**src/rtl/fp16_pkg.sv**
```systemverilog
// ============================================================================
// Module : fp16_pkg
// Brief  : Shared fp16 (1/5/10) types, constants and FSM encoding.
// Rev    : 1.0
// ============================================================================
`default_nettype none

package fp16_pkg;

  typedef struct packed {
    logic       sign;
    logic [4:0] exp;
    logic [9:0] man;
  } fp16_t;

  localparam int          FP16_BIAS    = 15;
  localparam logic [4:0]  FP16_EXP_MAX = 5'd31;
  localparam logic [15:0] FP16_POS_INF = 16'h7C00;
  localparam logic [15:0] FP16_ZERO    = 16'h0000;

  typedef enum logic [1:0] {
    IDLE  = 2'd0,
    ALIGN = 2'd1,
    ADD   = 2'd2,
    DONE  = 2'd3
  } acc_state_t;

  // Leading-zero count of a 14-bit field; 14 when the field is zero.
  function automatic logic [3:0] lzc14(input logic [13:0] v);
    lzc14 = 4'd14;
    for (int i = 0; i < 14; i++) begin
      if (v[i]) lzc14 = 4'(13 - i);
    end
  endfunction

endpackage

`default_nettype wire

```
**src/rtl/fp_align.sv**
```systemverilog
// ============================================================================
// Module : fp_align
// Brief  : Orders acc/product by magnitude and right-aligns the smaller one.
// Rev    : 1.0
// ============================================================================
`default_nettype none

module fp_align (
  input  logic [15:0] acc,
  input  logic [15:0] prod,
  output logic [13:0] sig_a,
  output logic [13:0] sig_b,
  output logic [4:0]  exp_a,
  output logic        sign_a,
  output logic        eff_sub,
  output logic        sticky
);
  import fp16_pkg::*;

  fp16_t       w_a;
  fp16_t       w_b;
  logic [10:0] w_sig_big;
  logic [10:0] w_sig_small;
  logic [4:0]  w_diff;
  logic [27:0] w_shift;

  always_comb begin
    if (acc[14:0] >= prod[14:0]) begin
      w_a = fp16_t'(acc);
      w_b = fp16_t'(prod);
    end else begin
      w_a = fp16_t'(prod);
      w_b = fp16_t'(acc);
    end
    // A zero exponent field means zero; its mantissa is ignored.
    w_sig_big   = (w_a.exp != 5'd0) ? {1'b1, w_a.man} : 11'd0;
    w_sig_small = (w_b.exp != 5'd0) ? {1'b1, w_b.man} : 11'd0;
    w_diff      = w_a.exp - w_b.exp;
    w_shift     = {w_sig_small, 17'd0} >> w_diff;

    sig_a   = {w_sig_big, 3'b000};
    exp_a   = w_a.exp;
    sign_a  = w_a.sign;
    eff_sub = w_a.sign ^ w_b.sign;
    if (w_diff > 5'd13) begin
      sig_b  = 14'd0;
      sticky = |w_sig_small;
    end else begin
      sig_b  = w_shift[27:14] | {13'd0, |w_shift[13:0]};
      sticky = |w_shift[13:0];
    end
  end

endmodule

`default_nettype wire

```
**src/rtl/fp_accum.sv**
```systemverilog
// ============================================================================
// Module : fp_accum
// Brief  : 3-cycle sequential fp16 group accumulator, truncating, flush-to-zero.
// Rev    : 1.0
// ============================================================================
`default_nettype none

module fp_accum #(
  parameter int CNT_W = 8
) (
  input  logic             clock,
  input  logic             reset_n,
  input  logic             in_valid,
  output logic             in_ready,
  input  logic [15:0]      in_product,
  input  logic             in_overflow,
  input  logic             in_inexact,
  input  logic             in_last,
  output logic             out_valid,
  input  logic             out_ready,
  output logic [15:0]      out_sum,
  output logic [CNT_W-1:0] out_count,
  output logic             out_overflow,
  output logic             out_underflow,
  output logic             out_inexact
);
  import fp16_pkg::*;

  acc_state_t       r_state;
  fp16_t            r_acc;
  fp16_t            r_prod;
  logic [CNT_W-1:0] r_count;
  logic             r_last, r_pin_ovf, r_pin_inx;
  logic             r_ovf, r_unf, r_inx;
  logic             r_in_ready, r_out_valid;
  logic [13:0]      r_sig_a, r_sig_b;
  logic [4:0]       r_exp;
  logic             r_sign, r_sub, r_sticky;

  logic [13:0]      w_sig_a, w_sig_b;
  logic [4:0]       w_exp_a;
  logic             w_sign_a, w_sub, w_sticky;

  fp_align u_align (
    .acc     (r_acc),
    .prod    (r_prod),
    .sig_a   (w_sig_a),
    .sig_b   (w_sig_b),
    .exp_a   (w_exp_a),
    .sign_a  (w_sign_a),
    .eff_sub (w_sub),
    .sticky  (w_sticky)
  );

  logic [14:0]       w_sum;
  logic [3:0]        w_lz;
  logic [4:0]        w_sh;
  logic [13:0]       w_norm;
  logic [9:0]        w_man;
  logic              w_drop;
  logic signed [6:0] w_exp;
  logic [15:0]       w_res;
  logic              w_res_ovf, w_res_unf, w_res_inx;

  always_comb begin
    w_sum     = r_sub ? ({1'b0, r_sig_a} - {1'b0, r_sig_b})
                      : ({1'b0, r_sig_a} + {1'b0, r_sig_b});
    w_lz      = lzc14(w_sum[13:0]);
    // Shifting one past the leading one drops the hidden bit.
    w_sh      = {1'b0, w_lz} + 5'd1;
    w_norm    = w_sum[13:0] << w_sh;
    w_res     = FP16_ZERO;
    w_res_ovf = 1'b0;
    w_res_unf = 1'b0;
    w_res_inx = 1'b0;
    if (w_sum[14]) begin
      w_man  = w_sum[13:4];
      w_drop = |w_sum[3:0];
      w_exp  = $signed({2'b00, r_exp}) + 7'sd1;
    end else begin
      w_man  = w_norm[13:4];
      w_drop = |w_norm[3:0];
      w_exp  = $signed({2'b00, r_exp}) - $signed({3'b000, w_lz});
    end

    if (r_acc.exp == FP16_EXP_MAX) begin
      w_res     = FP16_POS_INF | {r_acc.sign, 15'd0};
      w_res_ovf = 1'b1;
    end else if (r_prod.exp == FP16_EXP_MAX) begin
      w_res     = FP16_POS_INF | {r_prod.sign, 15'd0};
      w_res_ovf = 1'b1;
    end else if (w_sum == 15'd0) begin
      w_res_inx = r_sticky;
    end else if (w_exp >= 7'sd31) begin
      w_res     = FP16_POS_INF | {r_sign, 15'd0};
      w_res_ovf = 1'b1;
      w_res_inx = w_drop | r_sticky;
    end else if (w_exp < 7'sd1) begin
      w_res_unf = 1'b1;
      w_res_inx = w_drop | r_sticky;
    end else begin
      w_res     = {r_sign, w_exp[4:0], w_man};
      w_res_inx = w_drop | r_sticky;
    end
  end

  always_ff @(posedge clock or negedge reset_n) begin
    if (!reset_n) begin
      r_state     <= IDLE;
      r_acc       <= fp16_t'(FP16_ZERO);
      r_prod      <= fp16_t'(FP16_ZERO);
      r_count     <= '0;
      r_last      <= 1'b0;
      r_pin_ovf   <= 1'b0;
      r_pin_inx   <= 1'b0;
      r_ovf       <= 1'b0;
      r_unf       <= 1'b0;
      r_inx       <= 1'b0;
      r_in_ready  <= 1'b1;
      r_out_valid <= 1'b0;
      r_sig_a     <= '0;
      r_sig_b     <= '0;
      r_exp       <= '0;
      r_sign      <= 1'b0;
      r_sub       <= 1'b0;
      r_sticky    <= 1'b0;
    end else begin
      case (r_state)
        IDLE: begin
          if (in_valid && r_in_ready) begin
            r_prod     <= fp16_t'(in_product);
            r_last     <= in_last;
            r_pin_ovf  <= in_overflow;
            r_pin_inx  <= in_inexact;
            r_in_ready <= 1'b0;
            r_state    <= ALIGN;
          end
        end
        ALIGN: begin
          r_sig_a  <= w_sig_a;
          r_sig_b  <= w_sig_b;
          r_exp    <= w_exp_a;
          r_sign   <= w_sign_a;
          r_sub    <= w_sub;
          r_sticky <= w_sticky;
          r_state  <= ADD;
        end
        ADD: begin
          r_acc <= fp16_t'(w_res);
          if (r_count != {CNT_W{1'b1}}) r_count <= r_count + CNT_W'(1);
          r_ovf <= r_ovf | w_res_ovf | r_pin_ovf;
          r_unf <= r_unf | w_res_unf;
          r_inx <= r_inx | w_res_inx | r_pin_inx;
          if (r_last) begin
            r_out_valid <= 1'b1;
            r_state     <= DONE;
          end else begin
            r_in_ready <= 1'b1;
            r_state    <= IDLE;
          end
        end
        DONE: begin
          if (out_ready) begin
            r_acc       <= fp16_t'(FP16_ZERO);
            r_count     <= '0;
            r_ovf       <= 1'b0;
            r_unf       <= 1'b0;
            r_inx       <= 1'b0;
            r_out_valid <= 1'b0;
            r_in_ready  <= 1'b1;
            r_state     <= IDLE;
          end
        end
      endcase
    end
  end

  assign in_ready      = r_in_ready;
  assign out_valid     = r_out_valid;
  assign out_sum       = r_acc;
  assign out_count     = r_count;
  assign out_overflow  = r_ovf;
  assign out_underflow = r_unf;
  assign out_inexact   = r_inx;

endmodule

`default_nettype wire
```
**config.mk**
```make
export PLATFORM = sky130hd
export DESIGN_NAME = fp_accum
export DESIGN_NICKNAME = d
export VERILOG_FILES = /design/src/rtl/fp16_pkg.sv /design/src/rtl/fp_align.sv /design/src/rtl/fp_accum.sv
export SDC_FILE = /design/constraint.sdc
export NUM_CORES = 1
export LEC_CHECK = 0
export CORE_UTILIZATION = 45
export CTS_BUF_LIST = sky130_fd_sc_hd__clkbuf_4
export CTS_CLUSTER_SIZE = 25
export DETAILED_ROUTE_END_ITERATION = 12
export HOLD_SLACK_MARGIN = 0.15
export PLACE_DENSITY = 0.61
export REMOVE_ABC_BUFFERS = 1
export SLEW_MARGIN = 10
export SYNTH_ARGS = -nofsm -noshare
export SYNTH_HDL_FRONTEND = slang
export SYNTH_SLANG_ARGS = --single-unit
```
**constraint.sdc**
```tcl
create_clock -name clock -period 6.2 [get_ports clock]
set_clock_uncertainty 0.2 [all_clocks]
set_input_delay 0.93 -clock clock [delete_from_list [all_inputs] [get_ports clock]]
set_output_delay 0.93 -clock clock [all_outputs]
set_load 0.02 [all_outputs]
```
======== Word-level counts from Yosys, hierarchy flattened ========
Cells that the tools add are included.
Widths: inputs -> output; s select.
word-level totals
  flip-flop bits (word level) ............. 83
  bits of input ports ..................... 23
  output and inout bits ................... 29
  word-level logic and storage cells ...... 133
cells by class
  add/subtract/negate cells ............... 7
  order comparisons ....................... 4
  eq/ne operators ......................... 12
  shift operators ......................... 2
  multiplexer cells ....................... 60
  bitwise gates (word level) .............. 8
  reductions and logical operators ........ 18
operator list
  cell                count
  $mux 16             8
  $mux 4              9
  $pmux 16 s2         1
  $shr 28x5->28       1
  $mux 11             2
  $mux 1              19
  $mux 8              2
  $pmux 8 s2          1
  $add 14x14->15      1
  $ge 15x15->1        1
  $logic_not 15->1    1
  $mux 15             1
  $sub 14x14->15      1
  $mux 14             1
  $or 14x1->14        1
  $reduce_or 14->1    1
  $shl 14x5->14       1
  $ne 2x2->1 const B  6
  $reduce_or 11->1    1
  $eq 5x5->1 const B  2
  $mux 10             1
  $mux 2              5
  $reduce_bool 5->1   2
  $mux 3              3
  other kinds (25)    39

======== Logic depth before layout (Yosys ltp) ========
  depth in word-level cells ............... 27
  depth in mapped cells ................... 23
  depth with buffers taken out ............ 22

======== Cells and area by module ========
Synthesis repeated with hierarchy kept, for this count alone.
unflattened totals
  cell total of the unflattened synthesis .. 883
  area total of the unflattened synthesis .. 7,744.9 µm²
by module, submodules not included
  module    instances  cells each  area an instance (µm²)  sequential area each (µm²)
  fp_accum  1          615         5,943.2                 2,153.3
  fp_align  1          268         1,801.7                 0.0

======== Worst setup path after synthesis ========
No wires, ideal clock.
  path kind ............................... register to register
  start point ............................. register r_sig_a[3]
  end point ............................... register r_acc (netlist bit out_sum[5])
  setup time .............................. 0.090 ns
  data arrival time ....................... 4.602 ns
  required time ........................... 5.910 ns
  path slack .............................. 1.308 ns
  stages on the path, launching flop included .. 21
  buffers on the path ..................... 1
  clock period less this slack ............ 4.892 ns
  cell sequence ........................... dfrtp_1 ha_1 or4b_4 a211oi_2 or4_1 o2111ai_2 a211oi_1 o31ai_2 a21oi_2 buf_6 ha_1 fa_1 nor2b_1 o21ai_0 nor2b_1 nor2_1 o211a_1 nor2_1 nand4_1 nand2b_1 o221ai_1
between the ends
  word-level cells in the longest chain between the ends .. 22
  elaborated cells on any way between the ends .. 28
  classes of those cells .................. 4 x add/sub; 2 x order compare; 1 x shift; 20 x mux; 1 x reduce/logical
RTL lines
  element                                           line                            source
  start, declared                                   fp_accum.sv:36                  logic [13:0] r_sig_a, r_sig_b;
  start signal, assigned                            fp_accum.sv:140                 r_sig_a <= w_sig_a;
  $add 14x14->15 or $sub 14x14->15 (tied branches)  fp_accum.sv:67, fp_accum.sv:66
  $mux 15 *                                         fp_accum.sv:66                  w_sum = r_sub ? ({1'b0, r_sig_a} - {1'b0, r_sig_b})
  $mux 3 (2 in series)                              fp16_pkg.sv:32                  if (v[i]) lzc14 = 4'(13 - i);
  $mux 4 (9 in series)                              fp16_pkg.sv:32
  $sub 5x4->6 or $add 4x1->5 (tied branches)        fp_accum.sv:83, fp_accum.sv:70
  $mux 7 or $shl 14x5->14 (tied branches)           fp_accum.sv:76, fp_accum.sv:71
  $lt 7x2->1 or $mux 10 (tied branches)             fp_accum.sv:98, fp_accum.sv:76
  $mux 16                                           fp_accum.sv:98                  end else if (w_exp < 7'sd1) begin
  $mux 16                                           fp_accum.sv:94                  end else if (w_exp >= 7'sd31) begin
  $mux 16 *                                         fp_accum.sv:92                  end else if (w_sum == 15'd0) begin
  $mux 16 *                                         fp_accum.sv:89                  end else if (r_prod.exp == FP16_EXP_MAX) begin
  $mux 16 *                                         fp_accum.sv:86                  if (r_acc.exp == FP16_EXP_MAX) begin
  $pmux 16 s2 *                                     fp_accum.sv:128                 case (r_state)
  end signal, assigned                              fp_accum.sv:110                 r_acc <= fp16_t'(FP16_ZERO);
  end signal, assigned                              fp_accum.sv:149                 r_acc <= fp16_t'(w_res);
  end signal, assigned                              fp_accum.sv:164                 r_acc <= fp16_t'(FP16_ZERO);
  end, declared                                     fp_accum.sv:30                  fp16_t r_acc;
Every way passes the cells marked *; elsewhere a longest branch is shown, timed or not. The select of a mux whose other input is x is not followed.
A chain may end at the register's enable or synchronous reset.

======== Worst setup path after layout ========
  start point ............................. register r_sig_a[3]
  end point ............................... register r_acc (netlist bit out_sum[6])
The elaborated chain is that of the path after synthesis.

==> results.yml <==
clock_network:
  cts.htree.levels: 3
  cts.sinks: 83
  number_of_gates_resized_after_cts: 0
  cts_made_buffers: 9
  clk_transition_reported_paths_ns: 0.16
  tritoncts: "done"
  clock_tree.root_cell: "clkbuf_4"
  clk-insertion-delay-late_ns: 0.47
  cts.path.max_buffers: 2
yosys:
  synthArstFlopShare: 1.000
  post-synth-top-count-cell: "nand2_1"
  postSynthAreaPerCell_um2: 8.079
  synth_area_leader: "dfrtp_1"
  synth-edff-count: 0
  postSynthRegisterBits: 83
  synth-adder-area-share: 0.08229
  synth_largest_type_area_fraction: 0.2743
  synthesis.yosys.warnings: 0
  synth_top_cells_by_area: "dfrtp_1 (27%), ha_1 (7.7%), nand2_1 (5.4%)"
  synth_compound_area_frac: 0.2681
  synth_sequential_area_ratio: 0.2778
  postSynthCellCount: 926
  synth.cell_area_mm2: 0.007481
  synth_top_family_by_area: "compound AO/OA/AOI/OAI gates"
  ys_dominant_reg_cell: "dfrtp_1"
  synth_simple_gate_area_frac: 0.2042
  post_synth_xor_area_fraction: 0.03378
  yosys-mux-area-fraction: 0.07610
  synth.cells.most_frequent: "nand2_1 (108), dfrtp_1 (82), o21ai_0 (77), a21oi_1 (76), nor2_1 (72)"
  synthDistinctLibCells: 88
flow_run:
  maxCapViolCount: 0
sta:
  setup-tns-final_ns: 0
  final-hold-violation-count: 0
  slew_violations: 0
  setup_viol: 0
  max_slew_margin: 0.2855
  timing.final.crit_period_ns: 5.532
  layout_worst_path_cycle_share: 0.8923
  unrepaired_setup_endpoints_after_global_routing: "no"
  achievable-frequency_ghz: 0.1808
  fin_hold_ws_ns: 0.2982
  tightest_slew_ns: 1.067
setup_path:
  path_cells: "ha_1 -> or4b_4 -> a211oi_2 -> or4_1 -> o2111ai_2 -> nor4_1 -> inv_1 -> o21ai_2 -> ha_1 -> nor2b_1 -> o21ai_0 -> nor2b_1 -> nor2_1 -> o211a_1 -> nor2_1 -> nand4_1 -> nand2b_1 -> o221ai_1"
  setup.worst_path.start_class: "flip-flop"
  path_max_fanout: 9
  arrival_ns: 5.71
  worst_path_largest_cell_delay_ns: 0.66
  crit_path_end_kind: "flip-flop"
  worstPathRequired_ns: 6.38
  path_class: "flip-flop to flip-flop"
  rrSetupSlack_ns: 0.67
  critical_path.top_delay_family: "simple AND/OR/NAND/NOR gates"
  critPathBufInv: 1
  crit_slowest_cell: "nor4_1"
global_route:
  remaining_global_route_overflow: 0
  grt_pass1_vias: 6359
  antenna_found_initial: 1
  grt_pass1_wl_um: 35420
  global_route.usage.total: 0.2716
  grt_start_max_net_pins: 61
die:
  die-width_um: 130.9
  placement_rows: 46
  fp.dieArea_mm2: 0.01714
  initial_core_util: 0.4659
  design.portCount: 52
  die_height_um: 130.9
  fp.coreArea_mm2: 0.01606
finish:
  finalCoreUtilization: 0.5193
  non_filler_cell_area_final_mm2: 0.008339
  drive_gt1_frac: 0.07958
  layout-area-overhead-vs-synth_pct: 11.47
  fin_nets: 1021
  filler_cell_count: 1568
drt:
  detailedRoute.firstPassIterationCount: 5
  drtAntennaViolNets: 0
  vias: 7016
  first_iter_violations: 549
  drt_wl_total_um: 22100
  drc_errors: 0
  via_per_inst: 5.986
  average_detailed_routed_wire_length_per_instance_um: 18.86
outcome:
  status: "completed"
place:
  dpl_cell_area_mm2: 0.008154
  detailed_place_hpwl_um: 17050
  port_buf_inserts: 51
  finalWeightedCongestion: 0.9047
worst_hold_path:
  min_path_type: "flip-flop to flip-flop"
per-stage QoR:
stage	setup slack (ns)	instances
after detailed placement	0.8145	1154
after global placement	0.8783	1154
after floorplan	-0.02721	874
final	0.6679	1172
after CTS	0.7653	1171
after global routing	0.2060	1172
cells in the final DEF (no fill, tap or decap), types with 6 or more instances in the layout:
cell type          n
nor2b_1           16
o31ai_1           14
a21boi_0           8
o221ai_1           6
mux4_2             7
a21o_1             8
o211ai_1          10
and3_1            12
nand2b_1          13
mux2i_1           25
xor2_1            13
clkbuf_4           9
nand3_1           25
or3_1              6
o21ai_0           77
dfrtp_1           82
nor2_1            72
buf_4             14
nand4_1           12
mux2_2            12
a211oi_1          11
xnor2_1           13
clkdlybuf4s50_1   50
o21a_1             7
a221o_1            7
a31oi_1            6
inv_1             53
nor4_1             6
nand2_1          108
ha_1              46
nor3_1            15
a21oi_1           76
area by class of cell:
| cell class | count | area (µm²) | area share |
|---|---|---|---|
| Antenna cell | 1 | 2.502 | 0.0003001 |
| Clock buffer | 9 | 67.56 | 0.008102 |
| Clock inverter | 7 | 105.1 | 0.01260 |
| Inverter | 56 | 210.2 | 0.02521 |
| Multi-Input combinational cell | 735 | 4990 | 0.5983 |
| Sequential cell | 83 | 2078 | 0.2492 |
| Tap cell | 216 | 270.3 | 0.03241 |
| Timing Repair Buffer | 65 | 615.6 | 0.07382 |
state kept, by name (all words and copies together), names as in the netlist, 2 cells and up:
| name | cells |
|---|---|
| out_count | 8 |
| out_sum | 16 |
| r_exp | 5 |
| r_prod | 16 |
| r_sig_a | 11 |
| r_sig_b | 14 |
| r_state | 2 |
routing by layer:
metal  global-route usage  share of wire  wire (µm)  vias up
met1               0.4007           0.49      10780     3338
met2               0.4074           0.44       9670      224
met5                    0              0          0        -
met3              0.04275          0.058       1287       25
met4              0.07708          0.016        364        0
li1                     -              -          -     3429
worst register-to-register path, stage by stage (launching register included):
cell       delay, ns
dfrtp_1         0.42
ha_1            0.39
or4b_4          0.54
a211oi_2        0.27
or4_1           0.15
o2111ai_2       0.28
nor4_1          0.66
inv_1           0.12
o21ai_2         0.17
ha_1            0.27
nor2b_1         0.14
o21ai_0         0.20
nor2b_1         0.29
nor2_1          0.07
o211a_1         0.22
nor2_1          0.22
nand4_1         0.36
nand2b_1        0.29
o221ai_1        0.21
repair_timing:
action                    4_1_cts  5_1_grt
buffers inserted                0        0
hold buffers                    1        0
hold endpoints to repair       18        0
final timing paths:
kind	startpoint	endpoint	depth (start not counted)
min	r_sign	r_sign	2
max in group asynchronous	reset_n	r_sig_b[0]	3
max reg2reg	r_sig_a[3]	out_sum[6]	18
max	r_sig_a[3]	out_sum[6]	18
min reg2reg	r_sign	r_sign	2
min in group asynchronous	reset_n	out_count[2]	2
cells by family after synthesis:
group                    after synthesis
AND/OR/NAND/NOR                      314
flip-flops                            83
XOR/XNOR                              28
multiplexers                          45
adder cells (fa/ha/maj)               48
buffers and inverters                108
AO/OA/AOI/OAI                        300
Power is left out: the tool's default activity adds up to more than one toggle a clock period on the data nets, which glitch-free logic cannot reach.
